[src/rtl/sme_pkg.sv]
`default_nettype none
// =============================================================================
// Module  : sme_pkg
// Brief   : Shared character codes, buffer depths, driver states and result type
//           for the string-match-engine host driver.
// Rev     : 1.0  initial release
// =============================================================================
package sme_pkg;

   localparam logic [7:0] CH_START = 8'd94;
   localparam logic [7:0] CH_END   = 8'd36;
   localparam logic [7:0] CH_ANY   = 8'd46;
   localparam logic [7:0] CH_SPACE = 8'd32;

   localparam int STR_DEPTH = 32;
   localparam int PAT_DEPTH = 10;
   localparam int TO_CYCLES = 1023;

   typedef enum logic [2:0] {
      ST_IDLE     = 3'd0,
      ST_SEND_STR = 3'd1,
      ST_SEND_PAT = 3'd2,
      ST_WAIT     = 3'd3,
      ST_REPORT   = 3'd4
   } drv_state_e;

   typedef struct packed {
      logic       match;
      logic [4:0] index;
      logic       timeout;
   } sme_result_t;

endpackage
`default_nettype wire

[src/rtl/sme_drv_buf.sv]
`default_nettype none
// =============================================================================
// Module  : sme_drv_buf
// Brief   : Two-bank (string / pattern) character register file, one write port
//           and one registered read port that returns 0 when not reading.
// Rev     : 1.0  initial release
// =============================================================================
module sme_drv_buf
   import sme_pkg::*;
(
   input  logic       clk,
   input  logic       reset,
   input  logic       we_i,
   input  logic       wsel_i,
   input  logic [4:0] waddr_i,
   input  logic [7:0] wdata_i,
   input  logic       re_i,
   input  logic       rsel_i,
   input  logic [4:0] raddr_i,
   output logic [7:0] rdata_o
);

   logic [7:0] str_mem_q [STR_DEPTH];
   logic [7:0] pat_mem_q [PAT_DEPTH];
   logic [7:0] rdata_q;
   logic       str_we;
   logic       pat_we;

   assign str_we = we_i && !wsel_i && ({1'b0, waddr_i} < 6'(STR_DEPTH));
   assign pat_we = we_i &&  wsel_i && ({1'b0, waddr_i} < 6'(PAT_DEPTH));

   always_ff @(posedge clk) begin
      if (str_we) str_mem_q[waddr_i] <= wdata_i;
      if (pat_we) pat_mem_q[waddr_i[3:0]] <= wdata_i;
   end

   // Idle reads return 0 so the read register doubles as the chardata driver.
   always_ff @(posedge clk) begin
      if (reset || !re_i) rdata_q <= '0;
      else if (rsel_i)    rdata_q <= pat_mem_q[raddr_i[3:0]];
      else                rdata_q <= str_mem_q[raddr_i];
   end

   assign rdata_o = rdata_q;

endmodule
`default_nettype wire

[src/rtl/sme_host_driver.sv]
`default_nettype none
// =============================================================================
// Module  : sme_host_driver
// Brief   : Streams a buffered string/pattern job to the match engine and
//           captures its result. Optional WAIT watchdog: SME_DRV_TIMEOUT_EN.
// Rev     : 1.0  initial release
// =============================================================================
module sme_host_driver
   import sme_pkg::*;
(
   input  logic       clk,
   input  logic       reset,
   input  logic       cfg_we,
   input  logic       cfg_sel,
   input  logic [4:0] cfg_addr,
   input  logic [7:0] cfg_data,
   input  logic [5:0] str_len,
   input  logic [3:0] pat_len,
   input  logic       reuse_str,
   input  logic       start,
   output logic       busy,
   output logic       done,
   output logic       res_match,
   output logic [4:0] res_index,
   output logic       res_timeout,
   output logic [7:0] chardata,
   output logic       isstring,
   output logic       ispattern,
   input  logic       match,
   input  logic [4:0] match_index,
   input  logic       valid
);

   drv_state_e  state_q, state_d;
   logic [4:0]  idx_q, idx_d;
   logic [5:0]  str_len_q, str_len_d;
   logic [3:0]  pat_len_q, pat_len_d;
   logic        str_sent_q, str_sent_d;
   logic        isstring_q, isstring_d;
   logic        ispattern_q, ispattern_d;
   sme_result_t res_q, res_d;
`ifdef SME_DRV_TIMEOUT_EN
   logic [9:0]  to_cnt_q, to_cnt_d;
`endif

   logic        rd_en;
   logic        rd_sel;
   logic [4:0]  rd_addr;
   logic [5:0]  str_len_eff;
   logic [3:0]  pat_len_eff;
   logic        send_str;

   // A zero length is a reuse request; if no string is held yet the full buffer goes out.
   always_comb begin
      if (str_len == 6'd0 || str_len > 6'(STR_DEPTH)) str_len_eff = 6'(STR_DEPTH);
      else                                             str_len_eff = str_len;
      if (pat_len > 4'(PAT_DEPTH)) pat_len_eff = 4'(PAT_DEPTH);
      else                         pat_len_eff = pat_len;
      send_str = !((reuse_str || str_len == 6'd0) && str_sent_q);
   end

   always_comb begin
      state_d     = state_q;
      idx_d       = idx_q;
      str_len_d   = str_len_q;
      pat_len_d   = pat_len_q;
      str_sent_d  = str_sent_q;
      res_d       = res_q;
      isstring_d  = 1'b0;
      ispattern_d = 1'b0;
      rd_en       = 1'b0;
      rd_sel      = 1'b0;
      rd_addr     = '0;
`ifdef SME_DRV_TIMEOUT_EN
      to_cnt_d    = to_cnt_q;
`endif
      case (state_q)
         ST_IDLE: begin
            if (start && pat_len != 4'd0) begin
               str_len_d = str_len_eff;
               pat_len_d = pat_len_eff;
               idx_d     = '0;
               rd_en     = 1'b1;
               if (send_str) begin
                  state_d    = ST_SEND_STR;
                  isstring_d = 1'b1;
               end else begin
                  state_d     = ST_SEND_PAT;
                  rd_sel      = 1'b1;
                  ispattern_d = 1'b1;
               end
            end
         end
         ST_SEND_STR: begin
            rd_en = 1'b1;
            if ({1'b0, idx_q} == str_len_q - 6'd1) begin
               state_d     = ST_SEND_PAT;
               idx_d       = '0;
               rd_sel      = 1'b1;
               ispattern_d = 1'b1;
               str_sent_d  = 1'b1;
            end else begin
               idx_d      = idx_q + 5'd1;
               rd_addr    = idx_q + 5'd1;
               isstring_d = 1'b1;
            end
         end
         ST_SEND_PAT: begin
            if (idx_q == {1'b0, pat_len_q} - 5'd1) begin
               state_d = ST_WAIT;
`ifdef SME_DRV_TIMEOUT_EN
               to_cnt_d = '0;
`endif
            end else begin
               idx_d       = idx_q + 5'd1;
               rd_en       = 1'b1;
               rd_sel      = 1'b1;
               rd_addr     = idx_q + 5'd1;
               ispattern_d = 1'b1;
            end
         end
         ST_WAIT: begin
            if (valid) begin
               res_d.match   = match;
               res_d.index   = match_index;
               res_d.timeout = 1'b0;
               state_d       = ST_REPORT;
            end
`ifdef SME_DRV_TIMEOUT_EN
            else if (to_cnt_q == 10'(TO_CYCLES - 1)) begin
               res_d.match   = 1'b0;
               res_d.index   = '0;
               res_d.timeout = 1'b1;
               state_d       = ST_REPORT;
            end else begin
               to_cnt_d = to_cnt_q + 10'd1;
            end
`endif
         end
         ST_REPORT: state_d = ST_IDLE;
         default:   state_d = ST_IDLE;
      endcase
   end

   always_ff @(posedge clk) begin
      if (reset) begin
         state_q     <= ST_IDLE;
         idx_q       <= '0;
         str_len_q   <= '0;
         pat_len_q   <= '0;
         str_sent_q  <= 1'b0;
         isstring_q  <= 1'b0;
         ispattern_q <= 1'b0;
         res_q       <= '0;
`ifdef SME_DRV_TIMEOUT_EN
         to_cnt_q    <= '0;
`endif
      end else begin
         state_q     <= state_d;
         idx_q       <= idx_d;
         str_len_q   <= str_len_d;
         pat_len_q   <= pat_len_d;
         str_sent_q  <= str_sent_d;
         isstring_q  <= isstring_d;
         ispattern_q <= ispattern_d;
         res_q       <= res_d;
`ifdef SME_DRV_TIMEOUT_EN
         to_cnt_q    <= to_cnt_d;
`endif
      end
   end

   sme_drv_buf u_buf (
      .clk     (clk),
      .reset   (reset),
      .we_i    (cfg_we && state_q == ST_IDLE),
      .wsel_i  (cfg_sel),
      .waddr_i (cfg_addr),
      .wdata_i (cfg_data),
      .re_i    (rd_en),
      .rsel_i  (rd_sel),
      .raddr_i (rd_addr),
      .rdata_o (chardata)
   );

   assign busy        = (state_q != ST_IDLE);
   assign done        = (state_q == ST_REPORT);
   assign isstring    = isstring_q;
   assign ispattern   = ispattern_q;
   assign res_match   = res_q.match;
   assign res_index   = res_q.index;
`ifdef SME_DRV_TIMEOUT_EN
   assign res_timeout = res_q.timeout;
`else
   assign res_timeout = 1'b0;
`endif

endmodule
`default_nettype wire

[config.mk]
export PLATFORM = sky130hd
export DESIGN_NAME = sme_host_driver
export DESIGN_NICKNAME = d
export VERILOG_FILES = /design/src/rtl/sme_pkg.sv /design/src/rtl/sme_drv_buf.sv /design/src/rtl/sme_host_driver.sv
export SDC_FILE = /design/constraint.sdc
export NUM_CORES = 1
export LEC_CHECK = 0
export CAP_MARGIN = 25
export CORE_ASPECT_RATIO = 0.9
export CORE_MARGIN = 2
export CORE_UTILIZATION = 35
export CTS_CLUSTER_SIZE = 12
export DETAILED_ROUTE_END_ITERATION = 10
export GPL_TIMING_DRIVEN = 0
export PLACE_DENSITY_LB_ADDON = 0.1
export SLEW_MARGIN = 25
export SYNTH_ARGS = -nofsm -noshare
export SYNTH_HDL_FRONTEND = slang
export SYNTH_SLANG_ARGS = --single-unit
[constraint.sdc]
create_clock -name clk -period 3.6 [get_ports clk]
set_clock_uncertainty 0.15 [all_clocks]
set_input_delay 0.72 -clock clk [delete_from_list [all_inputs] [get_ports clk]]
set_output_delay 0.72 -clock clk [all_outputs]
set_load 0.01 [all_outputs]
==> flow_summary.toml <==
[pwr]
power.density_nw_per_um2 = 764
finalPower_mw = 14.5
p_leak_nw = 6.02
ir_drop_mv = 0.388

[drt]
drtPass1Iterations = 5
drt_iter0_markers = 1134
drc_errors = 0
wl_per_cell_um = 30.0
dr_total_vias = 10294
wl_um = 54900
via_per_inst = 5.63
drtAntennaViolNets = 0

[clock_network]
clock_tree.buffer_depth = 3
clock_sinks = 371
cts_tree = "built"
cts_buffers = 41
htreeDepth = 2
clock_latency_ns = 0.57
clock_tree.root_cell = "clkbuf_16"
clk_pin_slew_ns = 0.06
cts-hold-fix-buffers = 0

[sta]
finalHoldViolCount = 0
fin_crit_sh_pct = 99.3
worst_pin_slew_ns = 1.07
finalSetupViolCount = 0
slew_viol_final = 0
hold_ws_ns = 0.329
max_slew_margin_pct = 28.5
period_minus_slack_ns = 3.57
max_freq_ghz = 0.280

[global_route]
grt_pass1_vias = 9826
grt_max_degree = 33
grt-ovfl-total = 0
antenna_found_initial = 0
track_usage_pct = 24.0
grt_pass1_wl_um = 76400

[placed_design]
hpwl_um = 38000
io_buffers = 51
placedCellCount = 1741
gp_congestion = 0.935

[worst_hold_path]
hold-path-endpoint = "str_len_q[5]"
worstHoldPathType = "reg -> reg"
min_from = "str_len_q[5]"
hold_depth = 2

[floorplan]
start_util_pct = 35.3
die_w_um = 226
ios = 55
dieHeight_um = 204
core_um2 = 44000
row_count = 73
die_area_um2 = 46100

[critical_path]
cpPeakStageDelay_ns = 0.55
reg2reg_from = "idx_q[1]"
crit_path_start_kind = "register"
cp_data_required_time_ns = 3.87
endpoint_kind = "register"
r2r_setup_slack_ns = 0.03
cp_cell_sequence = "ha_2, clkbuf_8, nand2_2, clkbuf_2, o31ai_1, o22ai_1, a21oi_1, a2111oi_4"
critPathSlowestCell = "ha_2"
crit_fanout = 10
r2r_end = "u_buf.rdata_o[5]"
rr_worst_depth = 8
critPathArrivalTime_ns = 3.84
critical_path_class = "reg -> reg"

[finish]
syn_to_final_growth_pct = 22.0
nets = 1237
drive_gt1_share_pct = 20.3
multi_input_comb_area_um2 = 4870
fill_cells = 4057
instances_no_fill = 1830
insertedDiodeCount = 0
seqCellArea_um2 = 10800

[synthesis]
ys_types = 86
synth_edf_count = 336
ys.flop_type = "edfxtp_1"
async_reset_ff_share_pct = 0
synth_fp_nets = 1121
syn_inst = 1082
seq_area_frac_synth_pct = 69.4
synth.avg_cell_area_um2 = 14.4
synth_warnings = 0
ys_seq_elements = 371
synth_area_um2 = 15600

[run]
drv_cap = 0

[status]
status = "finished clean"
## how the worst max path moves through the flow
stage	cells after the start	from	slack, ns	end
2_1_floorplan	13	pat_len_q[0]	0.66	u_buf.rdata_o[0]
3_3_place_gp	9	idx_q[1]	-2.11	u_buf.rdata_o[0]
3_5_place_dp	10	idx_q[1]	-1.27	u_buf.rdata_o[1]
4_1_cts	13	str_len_q[0]	-0.02	u_buf.rdata_o[5]
5_1_grt	8	idx_q[1]	-0.03	u_buf.rdata_o[5]
6_report	8	idx_q[1]	0.03	u_buf.rdata_o[5]
## cells in the final DEF, fill, tap and decap left out, types with 7 or more instances in the layout
cell / netlist / final
xor2_1: 8 / 8
a211oi_1: 14 / 9
o211ai_1: 9 / 9
o31ai_1: 10 / 9
a21oi_1: 43 / 40
dfxtp_1: 35 / 33
clkbuf_16: 0 / 44
mux2_2: 28 / 28
buf_12: 0 / 8
clkdlybuf4s50_1: 0 / 43
nand3b_1: 7 / 7
nor2_1: 106 / 103
clkbuf_1: 27 / 30
o22ai_1: 32 / 31
nor3_1: 23 / 19
buf_2: 11 / 22
buf_4: 6 / 24
o21ai_0: 20 / 20
edfxtp_1: 336 / 336
nor2b_1: 14 / 14
nor4_1: 13 / 8
nand2_1: 58 / 54
a211oi_2: 4 / 9
mux2i_1: 77 / 74
a2111oi_4: 0 / 7
clkbuf_2: 0 / 10
nand2b_1: 10 / 10
nand3_1: 19 / 18
## routing by layer
metal | GRT usage [%] | vias up | share of wire, %
met4 | 8.20 | 0 | 3.0
met2 | 36.3 | 478 | 45
met3 | 4.53 | 88 | 8.1
met1 | 34.7 | 5252 | 44
li1 | - | 4476 | -
met5 | 0 | - | 0
## logic make-up after synthesis
kind of cell | count (synthesis) | synth area share (%)
mux | 114 | 8.07
xor+xnor | 16 | 0.901
fa+ha+maj | 3 | 0.241
compound gates | 218 | 10.2
other cells | 1 | 0.0241
simple gates | 291 | 9.11
buf+inv | 68 | 2.12
flops | 371 | 69.4
## sequential cells by signal, summed over array words and instances, names as in the netlist
name and count:
state_q 3, ispattern 1, res_match 1, res_index 5, isstring 1, u_buf.str_mem_q 256, str_len_q 6, u_buf.pat_mem_q 80
str_sent_q 1, pat_len_q 4, u_buf.rdata_o 8, idx_q 5
## area by class of cell
type	instances	share of cell area, %
Multi-Input combinational cell	643	25.7
Clock inverter	9	0.666
Tap cell	600	3.96
Timing Repair Buffer	76	4.13
Inverter	6	0.139
Sequential cell	371	56.9
Buffer	59	2.16
Clock buffer	66	6.39
## Yosys cell counts, types with 4 or more instances
cell type	instances	area [µm²]
a211oi_2	4	50.1
dfxtp_1	35	701
or3_1	6	37.5
or4_1	4	30.0
mux2i_1	77	771
mux2_2	28	315
a21oi_1	43	215
nand3b_1	7	52.6
nand3_1	19	95.1
nor3_1	23	115
a2111oi_0	12	105
nand4_1	4	25.0
buf_6	5	56.3
mux4_2	6	135
o41ai_1	4	35.0
o31ai_1	10	75.1
nand2b_1	10	62.6
o22ai_1	32	200
o21ai_0	20	100
nor4_1	13	81.3
nand2_1	58	218
inv_1	6	22.5
buf_1	13	48.8
o32ai_1	5	43.8
a31oi_1	7	43.8
buf_2	11	55.1
a211oi_1	14	105
nor2b_1	14	87.6
edfxtp_1	336	10100
a22oi_1	5	37.5
nor2_1	106	398
xor2_1	8	70.1
o211ai_1	9	67.6
buf_4	6	45.0
and2_1	4	25.0
a221oi_1	5	43.8
clkbuf_1	27	101
xnor2_1	8	70.1
## through the flow
step / TNS (ns) / utilization [%] / area, µm² / setup WS, ns
final: 0 / 43.1 / 19000 / 0.0254
after global routing: -0.0398 / 43.1 / 19000 / -0.0302
after global placement: -14.10 / 38.2 / 16800 / -2.11
after CTS: -0.0461 / 42.5 / 18700 / -0.0226
after detailed placement: -9.28 / 38.5 / 17000 / -1.27
after floorplan: 0 / - / 15600 / 0.656
## power breakdown
part / internal (mW) / switching, mW / total (mW) / leakage (nW)
Sequential: 4.80 / 0.0491 / 4.85 / 3.31
Clock: 2.52 / 1.73 / 4.26 / 0.652
Combinational: 1.77 / 3.62 / 5.39 / 2.06
Total: 9.10 / 5.40 / 14.5 / 6.02
## worst max-delay path: cells and delay by family (launching register included)
family | cells | cell delay, ns
compound gates | 4 | 1.27
fa+ha+maj | 1 | 0.55
buf+inv | 2 | 0.74
flops | 1 | 0.40
simple gates | 1 | 0.29
## what timing repair did
item	4_1_cts	5_1_grt
setup buffers	10	6
resized for setup	83	36
endpoints found under the setup margin	9	11
pin swaps	15	12
gates cloned	0	1
(Power assumes the default switching activity.)
